===== src/rtl/mem_bank_scheduler.sv =====
`default_nettype none
// ============================================================================
// Module   : mem_bank_scheduler
// Purpose  : Arbitrates two requesters (port 0 = CPU load/store unit,
//            port 1 = program/data loader) for a three-bank data memory.
//            Handles one access at a time through an IDLE/ISSUE/WAIT/RESP
//            FSM. All bank control signals are registered, so they are
//            glitch-free.
// Ports    : clk, rst_n (async, active low)
//            req/we/addr/wdata 0|1 : requester inputs
//            gnt0/gnt1             : 1-cycle accept pulse (ISSUE cycle)
//            done0/done1           : 1-cycle completion pulse (RESP cycle)
//            rdata                 : data of the last successful read
//            err                   : invalid bank (index 2'b11), shown with done
//            bank_sel/en/we/addr/wdata : registered bank-side control
//            bank_rdata0..2        : bank read data
// Options  : MEM_SCHED_FIXED_PRIO_EN - port 0 always wins a tie (no
//            round-robin pointer). Round-robin is used when it is undefined.
// Revision : 1.0 - initial release
// ============================================================================
module mem_bank_scheduler #(
  parameter int DATA_W   = 16,
  parameter int ADDR_W   = 16,
  parameter int READ_LAT = 1    // legal range 1..4
) (
  input  logic              clk,
  input  logic              rst_n,
  input  logic              req0,
  input  logic              we0,
  input  logic [ADDR_W-1:0] addr0,
  input  logic [DATA_W-1:0] wdata0,
  output logic              gnt0,
  output logic              done0,
  input  logic              req1,
  input  logic              we1,
  input  logic [ADDR_W-1:0] addr1,
  input  logic [DATA_W-1:0] wdata1,
  output logic              gnt1,
  output logic              done1,
  output logic [DATA_W-1:0] rdata,
  output logic              err,
  output logic [1:0]        bank_sel,
  output logic [2:0]        bank_en,
  output logic              bank_we,
  output logic [ADDR_W-3:0] bank_addr,
  output logic [DATA_W-1:0] bank_wdata,
  input  logic [DATA_W-1:0] bank_rdata0,
  input  logic [DATA_W-1:0] bank_rdata1,
  input  logic [DATA_W-1:0] bank_rdata2
);

  localparam logic [1:0] S_IDLE  = 2'd0;
  localparam logic [1:0] S_ISSUE = 2'd1;
  localparam logic [1:0] S_WAIT  = 2'd2;
  localparam logic [1:0] S_RESP  = 2'd3;

  // WAIT lasts READ_LAT cycles: the counter is loaded with READ_LAT-1 and
  // the read data is captured on the edge where it reaches zero.
  localparam logic [1:0] LAT_M1  = 2'(READ_LAT - 1);

  logic [1:0]        state;
  logic [1:0]        lat_cnt;
  logic              lat_we;     // latched write flag of the current access
  logic              owner;      // 0: port 0 owns the access, 1: port 1

  logic              win1;
  logic              pick_we;
  logic [ADDR_W-1:0] pick_addr;
  logic [DATA_W-1:0] pick_wdata;
  logic [1:0]        pick_bank;
  logic [2:0]        pick_en;
  logic [DATA_W-1:0] rd_mux;

`ifdef MEM_SCHED_FIXED_PRIO_EN
  // Port 0 has strict priority.
  always_comb begin
    win1 = req1 & ~req0;
  end
`else
  // last = port that won the previous grant. The other port wins a tie.
  logic last;

  always_comb begin
    win1 = req1 & (~req0 | ~last);
  end

  always_ff @(posedge clk or negedge rst_n) begin
    if (!rst_n) begin
      last <= 1'b1;
    end else if (state == S_IDLE && (req0 || req1)) begin
      last <= win1;
    end
  end
`endif

  always_comb begin
    pick_we    = win1 ? we1    : we0;
    pick_addr  = win1 ? addr1  : addr0;
    pick_wdata = win1 ? wdata1 : wdata0;
    pick_bank  = pick_addr[ADDR_W-1:ADDR_W-2];
    // Index 3 decodes to no enable, so bank_en can never be multi-hot.
    pick_en    = 3'b000;
    case (pick_bank)
      2'd0:    pick_en = 3'b001;
      2'd1:    pick_en = 3'b010;
      2'd2:    pick_en = 3'b100;
      default: pick_en = 3'b000;
    endcase
  end

  always_comb begin
    case (bank_sel)
      2'd0:    rd_mux = bank_rdata0;
      2'd1:    rd_mux = bank_rdata1;
      default: rd_mux = bank_rdata2;  // index 3 never reaches WAIT
    endcase
  end

  // Every output is registered. The values for the next cycle are
  // written on the edge that enters that cycle's state. gnt/done/err/
  // bank_en/bank_we are pulses and return to 0 by default.
  always_ff @(posedge clk or negedge rst_n) begin
    if (!rst_n) begin
      state      <= S_IDLE;
      lat_cnt    <= 2'd0;
      lat_we     <= 1'b0;
      owner      <= 1'b0;
      gnt0       <= 1'b0;
      gnt1       <= 1'b0;
      done0      <= 1'b0;
      done1      <= 1'b0;
      err        <= 1'b0;
      rdata      <= '0;
      bank_sel   <= 2'd0;
      bank_en    <= 3'b000;
      bank_we    <= 1'b0;
      bank_addr  <= '0;
      bank_wdata <= '0;
    end else begin
      gnt0    <= 1'b0;
      gnt1    <= 1'b0;
      done0   <= 1'b0;
      done1   <= 1'b0;
      err     <= 1'b0;
      bank_en <= 3'b000;
      bank_we <= 1'b0;
      case (state)
        S_IDLE: begin
          if (req0 || req1) begin
            state      <= S_ISSUE;
            owner      <= win1;
            gnt0       <= ~win1;
            gnt1       <= win1;
            lat_we     <= pick_we;
            bank_sel   <= pick_bank;
            bank_en    <= pick_en;
            bank_we    <= pick_we & (pick_bank != 2'b11);
            bank_addr  <= pick_addr[ADDR_W-3:0];
            bank_wdata <= pick_wdata;
          end
        end
        S_ISSUE: begin
          if (bank_sel == 2'b11 || lat_we) begin
            // Writes and invalid-bank accesses complete without waiting.
            state <= S_RESP;
            done0 <= ~owner;
            done1 <= owner;
            err   <= (bank_sel == 2'b11);
          end else begin
            state   <= S_WAIT;
            lat_cnt <= LAT_M1;
          end
        end
        S_WAIT: begin
          if (lat_cnt == 2'd0) begin
            state <= S_RESP;
            rdata <= rd_mux;
            done0 <= ~owner;
            done1 <= owner;
          end else begin
            lat_cnt <= lat_cnt - 2'd1;
          end
        end
        default: begin  // S_RESP
          state <= S_IDLE;
        end
      endcase
    end
  end

endmodule
`default_nettype wire


===== config.mk =====
export PLATFORM = sky130hd
export DESIGN_NAME = mem_bank_scheduler
export DESIGN_NICKNAME = d
export VERILOG_FILES = /design/src/rtl/mem_bank_scheduler.sv
export SDC_FILE = /design/constraint.sdc
export NUM_CORES = 1
export LEC_CHECK = 0
export BUFFER_PORTS_ARGS = -buffer_cell sky130_fd_sc_hd__buf_2
export CAP_MARGIN = 20
export CELL_PAD_IN_SITES_DETAIL_PLACEMENT = 1
export CELL_PAD_IN_SITES_GLOBAL_PLACEMENT = 2
export CORE_MARGIN = 2
export CORE_UTILIZATION = 22
export CTS_BUF_LIST = sky130_fd_sc_hd__clkbuf_16
export CTS_CLUSTER_SIZE = 24
export DETAILED_ROUTE_END_ITERATION = 16
export GPL_ROUTABILITY_DRIVEN = 0
export PLACE_DENSITY_LB_ADDON = 0.1
export SYNTH_ARGS = -nofsm -noshare
export SYNTH_HDL_FRONTEND = slang
export SYNTH_SLANG_ARGS = --single-unit

===== constraint.sdc =====
create_clock -name clk -period 1.4 [get_ports clk]
set_input_delay 0.14 -clock clk [delete_from_list [all_inputs] [get_ports clk]]
set_output_delay 0.14 -clock clk [all_outputs]
set_load 0.005 [all_outputs]

# ---- Yosys cells after proc, flatten, opt, wreduce, memory -nomap -nowiden
# Cells that the tools add are included.
dict set report op_classes {
  n_addsub 1
  multipliers 0
  div_mod_pow 0
  order_cmp 0
  eq_ne 11
  n_shift 0
  muxes 28
  bitwise 7
  n_reduce_logical 12
}
# cell n
set ops {}
lappend ops {{two-way mux 16 bit} 2}
lappend ops {{case mux 16 bit (2 select lines)} 1}
lappend ops {{two-way mux 1 bit} 14}
lappend ops {{case mux 3 bit (3 select lines)} 1}
lappend ops {{zero test 2 bit} 4}
lappend ops {{two-way mux 2 bit} 4}
lappend ops {{inequality test 2 bit (second input constant)} 4}
lappend ops {{equality test 2 x 1 -> 1 bit (second input constant)} 3}
lappend ops {{equality test 2 bit (second input constant)} 3}
lappend ops {{two-way mux 3 bit} 2}
lappend ops {{case mux 2 bit (3 select lines)} 1}
lappend ops {{AND reduction 2 bit} 3}
lappend ops {{NOT 1 bit} 4}
lappend ops {{case mux 1 bit (2 select lines)} 2}
lappend ops {{case mux 2 bit (2 select lines)} 1}
lappend ops {{AND reduction 3 bit} 1}
lappend ops {{AND 1 bit} 2}
lappend ops {{logical OR 1 bit} 2}
lappend ops {{inequality test 2 x 1 -> 1 bit (second input constant)} 1}
lappend ops {{nonzero test 2 bit} 1}
lappend ops {{subtractor 2 x 1 -> 2 bit (second input constant)} 1}
lappend ops {{logical AND 1 bit} 1}
lappend ops {{bitwise OR 1 bit} 1}
dict set report word_totals {
  regBits 64
  latch_bits 0
  ramBits 0
  romBits 0
  inputBits 118
  output_inout_bits 57
  wordCells 75
  mem_count 0
}

# ---- Logic depth before layout (Yosys ltp)
# Gate-level depths: netlist of the first run.
dict set report depth {
  depth_word 8
  mapped_depth 7
  depth_no_buf 5
}

# ---- Worst setup path after synthesis of the first run
# No wires, ideal clock.
dict set report synth_timing {
  kind {flip-flop to flip-flop}
  start {register state[0]}
  end {register bank_addr[9]}
  t_arrival_ps 1424
  path_slack_ps -150
  path_stages_with_launch 7
  n_path_buf 2
  path_cell_list {dfrtp_1 > inv_1 > ha_1 > buf_2 > o21ai_2 > buf_2 > a221o_1}
}
dict set report synth_between {
  elab_chain_cells 2
}
# element line
set synth_lines {}
lappend synth_lines {{from (decl)} 61} ;# logic [1:0] state;
lappend synth_lines {{from (signal assigned)} 124} ;# state <= S_IDLE;
lappend synth_lines {{from (signal assigned)} 150} ;# state <= S_ISSUE;
lappend synth_lines {{from (signal assigned)} 165} ;# state <= S_RESP;
lappend synth_lines {{zero test 2 bit} 147} ;# case (state)
lappend synth_lines {{AND reduction 2 bit (no line)} -}
lappend synth_lines {{to (signal assigned)} 158} ;# bank_addr <= pick_addr[ADDR_W-3:0];
lappend synth_lines {{to (decl)} 45} ;# output logic [ADDR_W-3:0] bank_addr,
# Every way passes these cells.
# A chain may end at the register's enable or synchronous reset.

# ---- Worst setup path after layout of the first run
dict set report layout_timing {
  start {register state[1]}
  end {register bank_addr[9]}
}
# The elaborated chain is that of the path after synthesis.

==> impl_results.md, run 1 <==
* R2R Path End: bank_addr[9]$_DFFE_PN0P_
* Max Freq at 713 MHz
* Syn_nets at 448
* Area grow syn2layout at 56.5%
* Synth warnings at 0
* Top post-synthesis cells by count: dfrtp_1 (63), a21oi_1 (56), nand2_1 (45), nor2_1 (30), o21ai_0 (18)
* Launch point of the critical path: state[1]$_DFFE_PN0P_
* Synth area leaders: dfrtp_1 (50%), a21oi_1 (8.8%), mux2_2 (6.0%), mux2i_1 (5.4%), nand2_1 (5.3%)
* Cts bufs inserted at 9
* Top FF cell, synth: dfrtp_1
* R2R depth at 6
* Max_cap viols at 0
* Hold slack at 35.5 ps
* 1st-iter DRT viols at 84
* Initial core utilization at 22.7%
* H-tree Lvls at 3
* Async SR Flop Fraction at 100%
* Place WS at -86.2 ps
* Cell accounting for the most synthesized area: dfrtp_1
* Register area share after synthesis at 50.5%
* Post-synth EDFFs at 0
* Placed cell count at 685
* Post-Syn Area per Cell at 9.76 µm²
* Routed Antenna Nets at 0
* Initial antenna violation count at 0
* DR vias at 3177
* Hold Path Depth at 3
* Met1 Track Usage GR at 17.3%
* GR Util All Layers at 14.4%
* Clock Sinks at 64
* Drt pass-1 iters at 4
* FP Rows at 43
* R2R Setup Slk at -3 ps
* CTS root buffer: clkbuf_16
* Die Wd at 124 µm
* I/O pin count at 175
* Peak fanout along the critical path at 7
* Largest net degree at the start of global routing at 33
* Share of the synthesized area in the top cell type at 49.7%
* Min Tclk post-route at 1400 ps
* Port buffer count at 174
* Actual slew at the worst max-slew pin at 445 ps
* Fin worst setup slack at -2.53 ps
* DRC at 0
* Fin util at 35.5%
* Unrepaired setup endpoints after global routing: true
* Worst rel slew slack at 70.4%
* Nets@finish at 647
* Post-DR vias/cell at 4.47
* Cells after Synth at 325
* Die H at 124 µm
* Final setup violation count at 1
* Hold crit path type: in -> reg
* Seq cells post-synth at 64
* Layout cell share with drive strength beyond 1 at 50.7%
* Status: finished with violations
* First-pass GRT wire length at 16900 µm
* CTS tree: done
* Post-DP HPWL at 8300 µm
* Worst skew pair latency at 330 ps
* Worst-case clock buffer depth at 2
* Required @ worst endpoint at 1610 ps
* Vias in the first global route at 3364
* Final worst-path cycle share at 100%
* Routed WL per cell at 16.3 µm
* GRT busiest layer: met2
* Final clock skew at 3.90 ps
* Routing usage on met3 at 4.49%
* Post-route insts no fill at 710
* CP Launch Type: flop
* Core footprint at 14000 µm²
* Most frequent cell after synthesis: dfrtp_1
* Total power at 0.0102 W
* Grt ovf at 0
* Syn Std Cell Area at 3170 µm²
* CTS clock-pin slew for the worst setup and hold paths at 50 ps
* Data arrival, critical path at 1620 ps
* Die area at 15400 µm²
* Pleak at 2.52 nW
* Met2 usage at 23.9%
* Maximum vdd drop at 612 µV
* Final slew viol count at 0
* Min-delay src: addr0[2]
* CP Class: reg -> reg
* FF-to-FF Start: state[1]$_DFFE_PN0P_
* Final Hold Vio Count at 0
* WL final at 11500 µm
* Hold Path End: bank_addr[2]$_DFFE_PN0P_
* PwrDens at 2060 nW/µm²
* Failing checks: negative setup slack
* CP endpoint kind: flop
* Cell variety after synth at 35
## routing by layer
layer  part of all wire (%)  up-vias
li1                       -     1539
met1                     41     1506
met2                     49      118
met3                    8.2       14
met4                    1.6        0
met5                      0        -
## registers in the layout (all words and copies together), names as in the netlist, 2 cells and up
signal and count:
rdata 16, state 2, bank_wdata 16, bank_en 3, bank_sel 2, bank_addr 14, lat_cnt 2
## kinds of logic (layout without fill, tap and decap cells)
group | after synthesis | count (layout) | synth area share (%)
simple gates | 97 | 97 | 13.4
other cells | 0 | 1 | 0
flops | 64 | 64 | 50.5
fa+ha+maj | 5 | 5 | 1.97
mux | 34 | 34 | 11.4
buf+inv | 29 | 233 | 4.46
compound gates | 96 | 96 | 18.3
## worst max-delay path, cell delays in order (launching register included)
cell and delay, ps:
dfrtp_1 370, inv_2 70, ha_4 200, buf_4 150, buf_4 120, and3_1 130, a221o_1 250
## worst max-delay path by stage
| stage | end | slack, ps | cells past startpoint |
|---|---|---|---|
| global route | bank_addr[12]$_DFFE_PN0P_ | -70 | 6 |
| floorplan | bank_addr[9]$_DFFE_PN0P_ | -40 | 6 |
| detailed placement | state[1]$_DFFE_PN0P_ | -90 | 5 |
| finish | bank_addr[9]$_DFFE_PN0P_ | -3 | 6 |
| CTS | state[0]$_DFFE_PN0P_ | -10 | 6 |
| global placement | state[1]$_DFFE_PN0P_ | -30 | 5 |
## power by group
group / total [W] / internal, W / switching (W)
clock network: 0.00195 / 0.00116 / 0.000791
logic: 0.00512 / 0.00260 / 0.00253
registers: 0.00316 / 0.00271 / 0.000453
total: 0.0102 / 0.00646 / 0.00377
## cells in the final DEF (no fill, tap or decap), types with 2 or more instances in the layout
cell       Yosys  final
and3_1        10      9
clkinv_2       0      3
buf_2         14    174
buf_6          1      3
mux2i_1       17     17
ha_4           0      4
inv_1          7      5
inv_2          0      3
nor2_1        30     30
a221o_1        6      6
mux2_2        17     17
nand2_1       45     44
nor3_1         2      2
o211ai_1       2      2
clkinv_1       0      3
dfrtp_1       63     62
o21ai_0       18     16
nand3b_1       4      4
buf_12         0      8
buf_4          2     21
nand3_1        2      2
a21oi_1       56     44
o21ai_1        0      2
clkbuf_16      0     11
a21oi_2        0     12
a211o_1        2      2
## stage by stage
stage	TNS (ps)	area, µm²
5_1_grt	-724	4960
2_1_floorplan	-42.6	3200
4_1_cts	-21.4	4800
3_5_place_dp	-818	4470
3_3_place_gp	-39.9	4470
6_report	-2.53	4970
## what timing repair did
| item | in CTS | in global routing |
|---|---|---|
| setup buffers | 2 | 2 |
| cloned | 0 | 3 |
| pin swaps | 2 | 3 |
| setup endpoints to repair | 38 | 52 |
| hold endpoints to repair | 14 | 0 |
| gates resized for setup | 9 | 28 |
| hold buffers | 1 | 0 |
## layout make-up
cell class                 instances  area [µm²]
antenna                            1        2.50
sequential                        64        1600
fill                            1656        9020
clock inverter                     7        30.0
tap                              180         225
inverter                           7        26.3
clock buffer                       9         225
multi-input combinational        232        1560
timing repair buffer             210        1300
Power figures use the tool's default switching activity.
==> inputs of run 2 (changes only) <==
--- a/config.mk
+++ b/config.mk
@@ -17,4 +17,5 @@
 export GPL_ROUTABILITY_DRIVEN = 0
 export PLACE_DENSITY_LB_ADDON = 0.1
+export SETUP_SLACK_MARGIN = 0.02
 export SYNTH_ARGS = -nofsm -noshare
 export SYNTH_HDL_FRONTEND = slang
==> constraint.sdc (replaced) <==
create_clock -name clk -period 1.4 [get_ports clk]
set_input_delay 0.14 -clock clk [delete_from_list [all_inputs] [get_ports clk]]
set_output_delay 0.14 -clock clk [all_outputs]
set_load 0.05 [all_outputs]
==> run 2 against run 1 <==
Compared with the run above:
- the flow now finishes without violations
- core utilization barely moved
- register-to-register slack better by 20 ps
- non-clock buffer count shrank 6
- wire length fell by 1.9%
- clock skew increased by 1.5 ps
- sequential cell count unchanged
- worst hold slack gained 0.55 ps
- sequential power is 1% higher
- die area unchanged
==> impl_results.md, run 2 (synthesis results as in run 1) <==
* Grt ovf at 0 (unchanged)
* CP Launch Type: flop (unchanged)
* Most common cell after layout, fill and taps aside: buf_2 (unchanged)
* Final slew viol count at 0 (unchanged)
* Worst-case clock buffer depth at 2 (unchanged)
* Peak fanout along the critical path at 3 (was 7)
* Clock Sinks at 64 (unchanged)
* Routed WL per cell at 16.1 µm (was 16.3 µm)
* Maximum vdd drop at 750 µV (was 612 µV)
* Unrepaired setup endpoints after global routing: true (unchanged)
* Switching power at 0.00632 W (was 0.00377 W)
* R2R Path End: state[1]$_DFFE_PN0P_ (was bank_addr[9]$_DFFE_PN0P_)
* Antenna cells at 0 (was 1)
* Max Freq at 721 MHz (was 713 MHz)
* Required @ worst endpoint at 1620 ps (was 1610 ps)
* Data arrival, critical path at 1610 ps (was 1620 ps)
* Initial antenna violation count at 0 (unchanged)
* Final setup violation count at 0 (was 1)
* Fillers at 1660 (was 1656)
* R2R Setup Slk at 10 ps (was -3 ps)
* CTS clock-pin slew for the worst setup and hold paths at 50 ps (about the same)
* DR vias at 3104 (was 3177)
* Metal3 WL at 931 µm (was 944 µm)
* Min Tclk post-route at 1390 ps (was 1400 ps)
* P_int at 0.00645 W (was 0.00646 W)
* H-tree Lvls at 3 (unchanged)
* Max_cap viols at 0 (unchanged)
* Routed Antenna Nets at 0 (unchanged)
* Post-DR vias/cell at 4.42 (was 4.47)
* Sequential Power Share at 25.0% (was 30.9%)
* Area grow syn2layout at 56.7% (was 56.5%)
* FF-to-FF Start: state[1]$_DFFE_PN0P_ (unchanged)
* DRC at 0 (unchanged)
* CTS tree: done (unchanged)
* Min-delay src: wdata0[5] (was addr0[2])
* Die H at 124 µm (unchanged)
* Launch point of the critical path: state[1]$_DFFE_PN0P_ (unchanged)
* Logic pwr share at 59.7% (was 50.0%)
* GR Util All Layers at 14.8% (was 14.4%)
* FP Rows at 43 (unchanged)
* Cts bufs inserted at 9 (unchanged)
* WL met2 at 5290 µm (was 5710 µm)
* Total power at 0.0128 W (was 0.0102 W)
* TNS Setup at 0 ps (was -2.53 ps)
* Post-route insts no fill at 702 (was 710)
* CP Class: reg -> reg (unchanged)
* Switch share at 49.5% (was 36.9%)
* Core footprint at 14000 µm² (unchanged)
* Largest net degree at the start of global routing at 33 (unchanged)
* Clk pwr share at 15.2% (was 19.1%)
* I/O pin count at 175 (unchanged)
* WL final at 11300 µm (was 11500 µm)
* Final Hold Vio Count at 0 (unchanged)
* Most frequent cells in the layout: buf_2 (171), dfrtp_1 (61), nand2_1 (44), a21oi_1 (33), nor2_1 (30) (was buf_2 (174), dfrtp_1 (62), a21oi_1 (44), nand2_1 (44), nor2_1 (30))
* CP endpoint kind: flop (unchanged)
* First-pass GRT wire length at 17100 µm (was 16900 µm)
* Die Wd at 124 µm (unchanged)
* Worst skew pair latency at 340 ps (was 330 ps)
* 1st-iter DRT viols at 81 (was 84)
* Hold Path Depth at 3 (unchanged)
* Nets@finish at 641 (was 647)
* Hold Path End: bank_wdata[5]$_DFFE_PN0P_ (was bank_addr[2]$_DFFE_PN0P_)
* Hold slack at 36.1 ps (was 35.5 ps)
* Layout cell share with drive strength beyond 1 at 51.7% (was 50.7%)
* Vias in the first global route at 3277 (was 3364)
* Routed metal-1 wirelength at 4930 µm (was 4700 µm)
* R2R depth at 5 (was 6)
* Worst rel slew slack at 70.1% (was 70.4%)
* Top Metal Used: met4 (unchanged)
* Actual slew at the worst max-slew pin at 449 ps (was 445 ps)
* Fin util at 35.5% (about the same)
* Drt pass-1 iters at 4 (unchanged)
* Post-DP HPWL at 8350 µm (was 8300 µm)
* Status: finished clean (was finished with violations)
* Port buffer count at 174 (unchanged)
* Final worst-path cycle share at 99.1% (was 100%)
* Final clock skew at 5.39 ps (was 3.90 ps)
* Initial core utilization at 22.7% (unchanged)
* Placed cell count at 683 (was 685)
* Pleak at 2.52 nW (about the same)
* PwrDens at 2570 nW/µm² (was 2060 nW/µm²)
* Largest regs: bank_wdata (16), rdata (16), bank_addr (14) (unchanged)
* Die area at 15400 µm² (unchanged)
* CTS root buffer: clkbuf_16 (unchanged)
* Hold crit path type: in -> reg (unchanged)
run 2: changes by cell type in the layout (fill, tap and decap cells not counted), moves of 8 or more:
cell and delta:
a21oi_1 -11, mux2_2 -8, a21oi_2 +10, o21ai_1 +8, mux2_4 +8, o21ai_0 -8
run 2: metrics by stage:
step	setup slack [ps]	instance area, µm²
after floorplan	-35.1	3250
after global placement	-6.32	4510
after detailed placement	-58.5	4510
after CTS	-10.3	4790
after global routing	-73.5	4970
final	12.5	4970
run 2: layout make-up:
cell class	instances	area, µm²	share of cell area [%]
multi-input combinational	232	1610	32.3
timing repair buffer	204	1260	25.3
inverter	7	26.3	0.529
clock inverter	6	22.5	0.453
clock buffer	9	225	4.53
tap	180	225	4.53
sequential	64	1610	32.3
run 2: power by group through the flow:
stage	Combinational, W	Clock, W	Sequential (W)
floorplan	0.00260	0	0.00575
finish	0.00763	0.00194	0.00320
global route	0.00824	0.00211	0.00332
CTS	0.00740	0.00204	0.00320
detailed placement	0.00730	0	0.00323
global placement	0.00721	0	0.00320
run 2: metal layers:
layer | global-route usage (%) | vias up
met4 | 6.32 | 0
met2 | 23.6 | 112
met1 | 18.2 | 1463
met3 | 4.90 | 10
li1 | - | 1519
met5 | 0 | -
run 2: critical path: stages (launching register included):
cell and delay [ps]:
dfrtp_1 380, buf_4 150, ha_2 200, nand2b_4 70, o31a_1 150, mux2_2 330
run 2: how the worst max path moves through the flow:
| stage | slack [ps] | cells past startpoint | endpoint |
|---|---|---|---|
| floorplan | -40 | 5 | rdata[12]$_DFFE_PN0P_ |
| CTS | -10 | 5 | state[0]$_DFFE_PN0P_ |
| global route | -70 | 7 | rdata[3]$_DFFE_PN0P_ |
| detailed placement | -60 | 5 | state[1]$_DFFE_PN0P_ |
| finish | 10 | 5 | state[1]$_DFFE_PN0P_ |
| global placement | -6 | 6 | bank_sel[0]$_DFFE_PN0P_ |
run 2: repair_timing:
action                                 4_1_cts  5_1_grt
endpoints found under the hold margin       26        0
gates resized for setup                      4       39
setup endpoints to repair                   44       56
cloned                                       0        1
hold buffers                                 1        0
pin swaps                                    2        5
buffers inserted                             1        1
==> inputs of run 3 (changes only) <==
Settings changed: MAX_ROUTING_LAYER from default to met4.
==> run 3 against run 2 <==
Compared with the run above:
- non-clock buffer count unchanged
- core utilization decreased by 0.81 points
- cell count unchanged
==> impl_results.md, run 3 (synthesis results as in run 1) <==
* First-pass GRT wire length at 17100 µm (about the same)
* Worst rel slew slack at 69.4% (was 70.1%)
* Nets@finish at 641 (unchanged)
* CTS clock-pin slew for the worst setup and hold paths at 50 ps (about the same)
* Status: finished clean (unchanged)
* FP Rows at 43 (unchanged)
* Routed WL per cell at 16.0 µm (was 16.1 µm)
* WL final at 11200 µm (was 11300 µm)
* Clock Sinks at 64 (unchanged)
* Maximum vdd drop at 745 µV (was 750 µV)
* Largest regs: bank_wdata (16), rdata (16), bank_addr (14) (unchanged)
* Worst-case clock buffer depth at 2 (unchanged)
* Unrepaired setup endpoints after global routing: true (unchanged)
* Min Tclk post-route at 1390 ps (about the same)
* GR Util All Layers at 15.2% (was 14.8%)
* 1st-iter DRT viols at 94 (was 81)
* Port buffer count at 174 (unchanged)
* CTS root buffer: clkbuf_16 (unchanged)
* H-tree Lvls at 3 (unchanged)
* Die Wd at 124 µm (unchanged)
* DRC at 0 (unchanged)
* Vias in the first global route at 3279 (was 3277)
* CP endpoint kind: flop (unchanged)
* Core footprint at 14000 µm² (unchanged)
* Final Instance Area at 4860 µm² (was 4970 µm²)
* Drt pass-1 iters at 4 (unchanged)
* CP Launch Type: flop (unchanged)
* CP Class: reg -> reg (unchanged)
* Hold crit path type: in -> reg (unchanged)
* Final worst-path cycle share at 99.0% (was 99.1%)
* I/O pin count at 175 (unchanged)
* Sequence of cells on the critical path: buf_4 > ha_2 > a211o_1 > o21bai_1 > mux2i_1 (was buf_4 > ha_2 > nand2b_4 > o31a_1 > mux2_2)
* Initial core utilization at 22.7% (unchanged)
* Worst skew pair latency at 340 ps (about the same)
* Cts bufs inserted at 9 (unchanged)
* Slowest-stage cell, CP: dfrtp_1 (unchanged)
* Post-DR vias/cell at 4.42 (about the same)
* Fin util at 34.7% (was 35.5%)
* Data arrival, critical path at 1600 ps (was 1610 ps)
* Largest net degree at the start of global routing at 33 (unchanged)
* Final clock skew at 4.94 ps (was 5.39 ps)
* Die area at 15400 µm² (unchanged)
* Layout cell share with drive strength beyond 1 at 47.1% (was 51.7%)
* Final slew viol count at 0 (unchanged)
* CTS tree: done (unchanged)
* Actual slew at the worst max-slew pin at 459 ps (was 449 ps)
* Pleak at 2.51 nW (was 2.52 nW)
* Die H at 124 µm (unchanged)
* Max Freq at 721 MHz (about the same)
* Grt ovf at 0 (unchanged)
* Cell family with most CP delay: compound AO/OA/AOI/OAI gates (was flip-flops)
* Area grow syn2layout at 53.1% (was 56.7%)
* Post-DP HPWL at 8350 µm (unchanged)
* Most frequent cells in the layout: buf_2 (171), dfrtp_1 (61), a21oi_1 (56), nand2_1 (44), nor2_1 (30) (was buf_2 (171), dfrtp_1 (61), nand2_1 (44), a21oi_1 (33), nor2_1 (30))
* Most common cell after layout, fill and taps aside: buf_2 (unchanged)
* Initial antenna violation count at 0 (unchanged)
* Antenna cells at 0 (unchanged)
* Final Hold Vio Count at 0 (unchanged)
* PwrDens at 2590 nW/µm² (was 2570 nW/µm²)
* Routed Antenna Nets at 0 (unchanged)
* Max stage delay on crit path at 380 ps (about the same)
* Final setup violation count at 0 (unchanged)
* DR vias at 3105 (was 3104)
* Required @ worst endpoint at 1610 ps (was 1620 ps)
* Crit path buf inv count at 1 (unchanged)
* Placed cell areas at 4510 µm² (unchanged)
* Peak fanout along the critical path at 5 (was 3)
* Max_cap viols at 0 (unchanged)
## run 3: cell counts in the layout (fill, tap and decap cells not counted)
No cell type changed its count.
## run 3: power by group
group / switching, W / internal [W] / leakage (nW) / total [W]
clock network: 0.000793 / 0.00115 / 0.132 / 0.00194
registers: 0.000480 / 0.00271 / 0.768 / 0.00319
logic: 0.00493 / 0.00253 / 1.61 / 0.00746
## run 3: area by class of cell
cell class / count / area (µm²)
Fill cell: 1671 / 9130
Sequential cell: 64 / 1610
Multi-Input combinational cell: 232 / 1500
Timing Repair Buffer: 204 / 1250
Clock buffer: 9 / 225
Tap cell: 180 / 225
Inverter: 7 / 26.3
Clock inverter: 6 / 22.5
## run 3: timing repair
item	CTS	global route
resized for setup	4	15
setup buffers	1	1
gates cloned	0	1
endpoints found under the hold margin	26	0
hold buffers	1	0
pin swaps	2	3
setup endpoints to repair	44	56
## run 3: worst register-to-register path: cells and delay by family (launching register included)
| kind | cells | cell delay (ps) |
|---|---|---|
| flip-flops | 1 | 380 |
| AO/OA/AOI/OAI | 2 | 440 |
| adder cells (fa/ha/maj) | 1 | 210 |
| buffers and inverters | 1 | 140 |
| multiplexers | 1 | 100 |
## run 3: final timing paths
check	start	to	slack (ps)	depth (start not counted)
min	wdata0[5]	bank_wdata[5]$_DFFE_PN0P_	40	3
min in group asynchronous	rst_n	gnt0$_DFF_PN0_	290	2
min reg2reg	owner$_DFFE_PN0P_	done0$_DFF_PN0_	440	1
max	state[0]$_DFFE_PN0P_	state[0]$_DFFE_PN0P_	10	5
max in group asynchronous	rst_n	rdata[13]$_DFFE_PN0P_	580	3
max reg2reg	state[0]$_DFFE_PN0P_	state[0]$_DFFE_PN0P_	10	5
## run 3: per-layer routing
metal,GRT usage [%],up-vias,share of wire [%]
li1,-,1523,-
met1,18.6,1461,44
met2,23.5,111,46
met3,4.26,10,7.7
met4,6.32,0,1.6
met5,-,-,0
## run 3: per-stage QoR
step	setup slack, ps	total power (W)	TNS [ps]	hold WS [ps]	cells
final	13.4	0.0126	0	35.6	702
after global routing	-75.1	0.0135	-1350	29.1	702
after CTS	-10.3	0.0126	-16.2	20.6	700
after detailed placement	-58.5	0.0105	-993	132	683
after global placement	-6.32	0.0104	-8.73	126	683
after floorplan	-35.1	0.00835	-331	-156	325
